**src/rtl/ssp_pkg.sv**
```systemverilog
// Shared definitions for the superscalar core: ALU func/type encodings,
// default widths and the multiplier scheduler state encoding.
package ssp_pkg;

    localparam int XLEN_DEF  = 32;
    localparam int TAG_W_DEF = 5;

    localparam logic [2:0] TYPE_RR_ALU = 3'b000;
    localparam logic [2:0] TYPE_RI_ALU = 3'b001;
    localparam logic [2:0] TYPE_LOAD   = 3'b010;
    localparam logic [2:0] TYPE_STORE  = 3'b011;
    localparam logic [2:0] TYPE_BRANCH = 3'b100;
    localparam logic [2:0] TYPE_JUMP   = 3'b101;

    localparam logic [5:0] FUNC_ADD  = 6'b000000;
    localparam logic [5:0] FUNC_SUB  = 6'b000001;
    localparam logic [5:0] FUNC_MUL  = 6'b000010;
    localparam logic [5:0] FUNC_AND  = 6'b000011;
    localparam logic [5:0] FUNC_OR   = 6'b000100;
    localparam logic [5:0] FUNC_XOR  = 6'b000101;
    localparam logic [5:0] FUNC_SLL  = 6'b000110;
    localparam logic [5:0] FUNC_SRL  = 6'b000111;
    localparam logic [5:0] FUNC_SRA  = 6'b001000;
    localparam logic [5:0] FUNC_SLT  = 6'b001001;
    localparam logic [5:0] FUNC_SLTU = 6'b001010;

    typedef enum logic [1:0] {
        IDLE = 2'd0,
        CALC = 2'd1,
        DONE = 2'd2
    } state_t;

    // Decode helper: instructions matching this are steered to the shared multiplier.
    function automatic logic is_mul(input logic [2:0] itype, input logic [5:0] func);
        return (itype == TYPE_RR_ALU) && (func == FUNC_MUL);
    endfunction

endpackage

```
**src/rtl/mul_iter_core.sv**
```systemverilog
// Fixed-latency shift-add multiplier: consumes BITS_PER_CYCLE multiplier bits
// per cycle and keeps the low XLEN bits of the product.
module mul_iter_core
    import ssp_pkg::*;
#(
    parameter int XLEN           = XLEN_DEF,
    parameter int BITS_PER_CYCLE = 4
) (
    input  logic            clk,
    input  logic            rst_n,
    input  logic            start,
    input  logic            flush,
    input  logic [XLEN-1:0] a,
    input  logic [XLEN-1:0] b,
    output logic            done,
    output logic [XLEN-1:0] product
);

    localparam int STEPS = XLEN / BITS_PER_CYCLE;
    localparam int CNT_W = $clog2(STEPS + 1);
    localparam logic [CNT_W-1:0] LAST_STEP = CNT_W'(STEPS - 1);

    logic [XLEN-1:0]  a_reg;
    logic [XLEN-1:0]  b_reg;
    logic [XLEN-1:0]  acc_reg;
    logic [CNT_W-1:0] cnt_reg;
    logic             run_reg;

    logic [XLEN-1:0] term [BITS_PER_CYCLE];
    logic [XLEN-1:0] partial;

    // One shifted copy of the multiplicand per multiplier bit in this slice.
    genvar gi;
    generate
        for (gi = 0; gi < BITS_PER_CYCLE; gi++) begin : g_term
            assign term[gi] = b_reg[gi] ? (a_reg << gi) : '0;
        end
    endgenerate

    always_comb begin
        partial = '0;
        for (int i = 0; i < BITS_PER_CYCLE; i++) begin
            partial = partial + term[i];
        end
    end

    assign done    = run_reg && (cnt_reg == LAST_STEP);
    assign product = acc_reg;

    always_ff @(posedge clk or negedge rst_n) begin
        if (!rst_n) begin
            a_reg   <= '0;
            b_reg   <= '0;
            acc_reg <= '0;
            cnt_reg <= '0;
            run_reg <= 1'b0;
        end else if (flush) begin
            run_reg <= 1'b0;
        end else if (start) begin
            a_reg   <= a;
            b_reg   <= b;
            acc_reg <= '0;
            cnt_reg <= '0;
            run_reg <= 1'b1;
        end else if (run_reg) begin
            acc_reg <= acc_reg + partial;
            a_reg   <= a_reg << BITS_PER_CYCLE;
            b_reg   <= b_reg >> BITS_PER_CYCLE;
            cnt_reg <= cnt_reg + 1'b1;
            if (done) begin
                run_reg <= 1'b0;
            end
        end
    end

endmodule

```
**src/rtl/mul_share_sched.sv**
```systemverilog
// Round-robin scheduler sharing one iterative multiplier between the two
// issue lanes; returns the tagged low half of the product via valid/ready.
module mul_share_sched
    import ssp_pkg::*;
#(
    parameter int XLEN           = XLEN_DEF,
    parameter int BITS_PER_CYCLE = 4,
    parameter int TAG_W          = TAG_W_DEF
) (
    input  logic             clk,
    input  logic             rst_n,
    input  logic             req0,
    input  logic [XLEN-1:0]  a0,
    input  logic [XLEN-1:0]  b0,
    input  logic [TAG_W-1:0] tag0,
    output logic             gnt0,
    input  logic             req1,
    input  logic [XLEN-1:0]  a1,
    input  logic [XLEN-1:0]  b1,
    input  logic [TAG_W-1:0] tag1,
    output logic             gnt1,
    input  logic             flush,
    output logic             res_valid,
    input  logic             res_ready,
    output logic [XLEN-1:0]  res_data,
    output logic             res_lane,
    output logic [TAG_W-1:0] res_tag,
    output logic             busy
);

    state_t           state_reg;
    state_t           state_next;
    logic             rr_ptr_reg;
    logic             rr_ptr_next;
    logic [TAG_W-1:0] tag_reg;
    logic             lane_reg;

    logic             start;
    logic             core_done;
    logic [XLEN-1:0]  op_a;
    logic [XLEN-1:0]  op_b;
    logic [XLEN-1:0]  product;

    always_comb begin
        gnt0        = 1'b0;
        gnt1        = 1'b0;
        state_next  = state_reg;
        rr_ptr_next = rr_ptr_reg;
        case (state_reg)
            IDLE: begin
                if (!flush) begin
                    // Lane 0 wins when alone or when it holds the round-robin token.
                    if (req0 && (!req1 || !rr_ptr_reg)) begin
                        gnt0 = 1'b1;
                    end else if (req1) begin
                        gnt1 = 1'b1;
                    end
                end
                if (gnt0 || gnt1) begin
                    state_next  = CALC;
                    rr_ptr_next = gnt0;
                end
            end
            CALC: begin
                if (core_done) begin
                    state_next = DONE;
                end
            end
            DONE: begin
                if (res_ready) begin
                    state_next = IDLE;
                end
            end
            default: state_next = IDLE;
        endcase
        if (flush) begin
            state_next = IDLE;
        end
    end

    assign start = gnt0 | gnt1;
    assign op_a  = gnt1 ? a1 : a0;
    assign op_b  = gnt1 ? b1 : b0;

    always_ff @(posedge clk or negedge rst_n) begin
        if (!rst_n) begin
            state_reg  <= IDLE;
            rr_ptr_reg <= 1'b0;
            tag_reg    <= '0;
            lane_reg   <= 1'b0;
        end else begin
            state_reg  <= state_next;
            rr_ptr_reg <= rr_ptr_next;
            if (start) begin
                tag_reg  <= gnt1 ? tag1 : tag0;
                lane_reg <= gnt1;
            end
        end
    end

    mul_iter_core #(
        .XLEN           (XLEN),
        .BITS_PER_CYCLE (BITS_PER_CYCLE)
    ) u_core (
        .clk     (clk),
        .rst_n   (rst_n),
        .start   (start),
        .flush   (flush),
        .a       (op_a),
        .b       (op_b),
        .done    (core_done),
        .product (product)
    );

    assign res_valid = (state_reg == DONE);
    assign busy      = (state_reg != IDLE);
    assign res_data  = product;
    assign res_lane  = lane_reg;
    assign res_tag   = tag_reg;

endmodule

```
**config.mk**
```make
export PLATFORM = sky130hd
export DESIGN_NAME = mul_share_sched
export DESIGN_NICKNAME = d
export VERILOG_FILES = /design/src/rtl/ssp_pkg.sv /design/src/rtl/mul_iter_core.sv /design/src/rtl/mul_share_sched.sv
export SDC_FILE = /design/constraint.sdc
export NUM_CORES = 1
export LEC_CHECK = 0
export ABC_AREA = 1
export CORE_AREA = 3 3 191 193
export DETAILED_ROUTE_END_ITERATION = 8
export DIE_AREA = 0 0 194 196
export HOLD_SLACK_MARGIN = 0.15
export SLEW_MARGIN = 20
export SYNTH_ARGS = -nofsm -noshare
export SYNTH_HDL_FRONTEND = slang
export SYNTH_SLANG_ARGS = --single-unit
```
**constraint.sdc**
```tcl
create_clock -name clk -period 4.4 [get_ports clk]
set_clock_uncertainty 0.1 [all_clocks]
set_input_delay 1.32 -clock clk [delete_from_list [all_inputs] [get_ports clk]]
set_output_delay 1.32 -clock clk [all_outputs]
set_load 0.01 [all_outputs]
```
==> results of run 1 <==
[metrics by stage]
stage	hold WS [ps]	cell area, um^2	std cells
2_1_floorplan	354	10400	1509
3_3_place_gp	355	12700	2116
3_5_place_dp	374	12700	2116
4_1_cts	394	13000	2132
5_1_grt	399	13100	2133
6_report	390	13100	2133
[critical path: stages]
cell and delay (ps):
clkdlybuf4s50_1 620, o21ai_0 170, nor2_1 130, clkdlybuf4s50_1 540
[how the worst min path moves through the flow]
stage,startpoint,to,depth (start not counted)
2_1_floorplan,u_core.b_reg[28]$_DFFE_PN0P_,u_core.b_reg[28]$_DFFE_PN0P_,2
3_3_place_gp,res_lane$_DFFE_PN0N_,res_lane$_DFFE_PN0N_,2
3_5_place_dp,res_lane$_DFFE_PN0N_,res_lane$_DFFE_PN0N_,2
4_1_cts,res_lane$_DFFE_PN0N_,res_lane$_DFFE_PN0N_,2
5_1_grt,res_lane$_DFFE_PN0N_,res_lane$_DFFE_PN0N_,2
6_report,u_core.b_reg[29]$_DFFE_PN0P_,u_core.b_reg[29]$_DFFE_PN0P_,2
[routing by layer]
metal,global-route usage,wire (um),up-vias,part of all wire
li1,-,-,4900,-
met3,0.0447,2150,22,0.066
met1,0.222,14700,4544,0.45
met2,0.299,15400,229,0.47
met5,0,0,-,0
met4,0.0370,469,0,0.014
[cell families after synthesis]
logic type | count (synthesis) | share of synthesized area
xor gates and xnor gates | 5 | 0.00421
adders and majority gates | 120 | 0.208
DFF | 110 | 0.265
buffers and inverters | 416 | 0.155
and+or+nand+nor | 631 | 0.240
AOI/OAI and AO/OA | 227 | 0.128
[area by class of cell]
| cell class | instances | area (um^2) |
|---|---|---|
| fill | 3804 | 21700 |
| multi-input combinational | 983 | 6030 |
| sequential | 110 | 2750 |
| timing repair buffer | 208 | 2050 |
| inverter | 361 | 1360 |
| tap | 455 | 569 |
| clock buffer | 10 | 239 |
| clock inverter | 6 | 52.6 |
[synth_stat cells (11+ instances only)]
cell type,count
o22ai_1,19
nand3_1,45
inv_1,355
buf_2,19
nor3_1,11
nand2_1,418
o21ai_0,89
o21ai_1,24
a21oi_1,39
o211ai_1,24
nor2_1,138
dfrtp_1,110
fa_1,88
nand4_1,11
clkbuf_1,27
ha_1,32
o221ai_1,12
[what timing repair did]
item,4_1_cts,5_1_grt
setup buffers,0,1
endpoints found under the setup margin,0,3
hold buffers,0,0
gates resized for setup,0,3
==> reports/results.ini, run 1 <==
[timing]
finalMaxSlewViolations=0
max-slew-margin-rel=0.308
finalSetupTns_ps=0
fin_crit_ps=4210
rsz0062_at_grt=no
final-setup-viol-count=0
hold_viol_final=0
worst_pin_slew_ps=1040
fin_ws_ps=186
fin_crit_sh=0.958
fmax_mhz=237

[global_routing]
grt_max_degree=80
antenna_found_initial=0
grt_usage=0.174
grt-ovfl-total=0
first_global_vias=10000
grt_pass1_wl_um=53500

[finish]
final_nets=1937
num_antenna_cells=0
layout_commonest_cell=nand2_1
final_core_util=0.376
layout_common_cells=nand2_1 (418), inv_1 (355), clkdlybuf4s50_1 (184), nor2_1 (137), dfrtp_1 (109)
area_growth_pct=25.6
layout-drive-gt1-share=0.0334

[cts]
path_clk_slew_ps=80
cts_tree=done
cts.sinks=110
clk_latency_ps=370
h-tree-depth=3
cts_root_buf=clkbuf_16
clockBufferDepth=2
cts_made_buffers=9

[place]
place.gp.congestion=0.874
place_hpwl_um=26100
dp_slack_ps=52.9
io_buffer_count=185

[synthesis]
synth_edf_count=0
synth_seq_cells=110
ys_warn_count=0
synthCells=1509
syn-num-nets=1773
synth_seq_area_share=0.265
yosysUniqueCellTypes=33
synth_area_leaders=dfrtp_1 (26%), fa_1 (17%), nand2_1 (15%), inv_1 (13%), nor2_1 (5.0%)
yosysTopAreaCell=dfrtp_1
async_flop_share=1.00
syn_area_um2=10400
synth_top_area_frac=0.265
synth-main-ff-cell=dfrtp_1
syn_avg_cell_area_um2=6.89

[floorplanning]
row_count=68
core_um2=34700
initial_core_util=0.299
die_area_um2=38000
io_pins=186
die_y_um=196
die_w_um=194

[critical_path]
worstSetupPathType=in2out
startpoint_type=input port
r2r-end=u_core.product[15]$_DFFE_PN0P_
arrival_ps=2790
r2r_start=u_core.b_reg[1]$_DFFE_PN0P_
critPathLaunch=req0
regToRegSetupSlack_ps=260
crit_path_end=gnt0
endpoint_kind=primary output
ff2ff_path_depth=15
crit_required_ps=2980
worstPathMaxFanout=4

[detailed_routing]
post_drt_wl_per_cell_um=15.3
viasPerCell=4.55
drc_errors=0
wl_um=32700
drtPass1Iterations=5
dr.first_iter.drc_count=415
via_count=9695
ant_nets=0

[flow_run]
drv_cap=0

[worst_hold_path]
min_path_type=reg2reg

[run_status]
outcome=completed

Power of run 1 is not shown: default switching activity piles up to over one toggle a cycle in this logic, so the estimate is an artifact.
==> inputs of run 2 (changes only) <==
CTS_BUF_LIST = sky130_fd_sc_hd__clkbuf_16   (was unset)
==> run 2 against run 1 <==
Effect of this change:
- global-route usage about the same
- register-to-register slack about the same
- wire length decreased by 0.11%
- largest cell class unchanged
- non-clock buffer count unchanged
- via count increased by 0.20%
==> reports/results.ini, run 2 (synthesized netlist as in run 1, its figures left out) <==
[run_status]
outcome=completed

[floorplanning]
die_w_um=194  ; unchanged
row_count=68  ; unchanged
io_pins=186  ; unchanged
die_y_um=196  ; unchanged
die_area_um2=38000  ; unchanged
initial_core_util=0.299  ; unchanged
core_um2=34700  ; unchanged

[flow_run]
drv_cap=0  ; unchanged

[timing]
finalSetupTns_ps=0  ; unchanged
finalMaxSlewViolations=0  ; unchanged
final-setup-viol-count=0  ; unchanged
rsz0062_at_grt=no
fin_crit_ps=4210  ; +0.327 ps
max-slew-margin-rel=0.305  ; -0.00266
fin_crit_sh=0.958  ; about the same
worst_pin_slew_ps=1040  ; +3.98 ps
fmax_mhz=237  ; about the same
hold_viol_final=0  ; unchanged

[critical_path]
crit_required_ps=2980  ; about the same
critPathLaunch=req0
r2r_start=u_core.b_reg[3]$_DFFE_PN0P_
arrival_ps=2790  ; about the same
startpoint_type=input port
r2r-end=u_core.product[15]$_DFFE_PN0P_
worstSetupPathType=in2out
regToRegSetupSlack_ps=250  ; about the same
endpoint_kind=primary output
worstPathMaxFanout=4  ; unchanged
ff2ff_path_depth=15  ; unchanged

[cts]
cts_made_buffers=9  ; unchanged
cts_tree=done
clk_latency_ps=370  ; about the same
path_clk_slew_ps=80  ; about the same
clockBufferDepth=2  ; unchanged
cts_root_buf=clkbuf_16
h-tree-depth=3  ; unchanged
cts.sinks=110  ; unchanged

[finish]
num_antenna_cells=0  ; unchanged
area_growth_pct=25.5  ; about the same
final_nets=1937  ; unchanged
layout_common_cells=nand2_1 (418), inv_1 (355), clkdlybuf4s50_1 (184), nor2_1 (137), dfrtp_1 (109)
layout_commonest_cell=nand2_1
final_cells=2133  ; unchanged
layout-drive-gt1-share=0.0328  ; -0.000596

[global_routing]
grt_pass1_wl_um=53400  ; -0.14%
grt-ovfl-total=0  ; unchanged
grt_max_degree=80  ; unchanged
first_global_vias=10000  ; -0.16%
antenna_found_initial=0  ; unchanged
grt_usage=0.174  ; -0.000183

[detailed_routing]
drc_errors=0  ; unchanged
wl_um=32700  ; -0.11%
via_count=9714  ; +0.20%
post_drt_wl_per_cell_um=15.3  ; -0.11%
drtPass1Iterations=4  ; -1
ant_nets=0  ; unchanged
dr.first_iter.drc_count=409  ; -1.4%
viasPerCell=4.55  ; +0.20%

[worst_hold_path]
hold_path_end=u_core.b_reg[29]$_DFFE_PN0P_
hold_depth=2  ; unchanged
min_path_type=reg2reg
hp-start=u_core.b_reg[29]$_DFFE_PN0P_

[place]
io_buffer_count=185  ; unchanged
dp_cells=2116  ; unchanged
place_hpwl_um=26100  ; unchanged
place.gp.congestion=0.874  ; unchanged

-- run 2: cell types whose count changed in the layout (fill, tap and decap cells not counted) --
cell and change:
clkinv_1 +1, clkbuf_8 -1
-- run 2: worst max-delay path, cell delays in order --
cell and delay (ps):
clkdlybuf4s50_1 620, o21ai_0 170, nor2_1 130, clkdlybuf4s50_1 540
-- run 2: final cells by class --
| cell class | instances | area [um^2] |
|---|---|---|
| repair buffers | 208 | 2050 |
| fillers | 3805 | 21700 |
| inverters | 361 | 1360 |
| well taps | 455 | 569 |
| flip-flops and latches | 110 | 2750 |
| clock buffers | 9 | 225 |
| clock inverters | 7 | 56.3 |
| multi-input cells | 983 | 6030 |
-- run 2: through the flow --
stage | area [um^2] | hold WS (ps) | util | setup WS [ps]
2_1_floorplan | 10400 | 354 | - | 483
3_3_place_gp | 12700 | 355 | 0.367 | 92.5
3_5_place_dp | 12700 | 374 | 0.367 | 52.9
4_1_cts | 13000 | 394 | 0.375 | 60.2
5_1_grt | 13000 | 399 | 0.376 | 12.9
6_report | 13000 | 390 | 0.376 | 186
-- run 2: how the worst max path moves through the flow --
stage,end,slack [ps],cells after the start
finish,gnt0,190,4
global route,u_core.product[18]$_DFFE_PN0P_,10,18
CTS,u_core.product[25]$_DFFE_PN0P_,60,19
detailed placement,u_core.product[25]$_DFFE_PN0P_,50,19
global placement,u_core.product[25]$_DFFE_PN0P_,90,19
floorplan,u_core.product[19]$_DFFE_PN0P_,480,20
-- run 2: routing by layer --
layer | share of wire | GRT usage | vias to the layer above | wire [um]
li1 | - | - | 4901 | -
met4 | 0.017 | 0.0370 | 0 | 553
met5 | 0 | 0 | - | 0
met3 | 0.067 | 0.0447 | 28 | 2180
met1 | 0.45 | 0.222 | 4541 | 14600
met2 | 0.47 | 0.299 | 244 | 15300
-- run 2: what timing repair did --
| item | in CTS | in global routing |
|---|---|---|
| endpoints found under the hold margin | 0 | 0 |
| endpoints found under the setup margin | 0 | 3 |
| buffers inserted | 0 | 1 |
| hold buffers | 0 | 0 |
| resized for setup | 0 | 3 |
Power of run 2 is left out for the same reason.
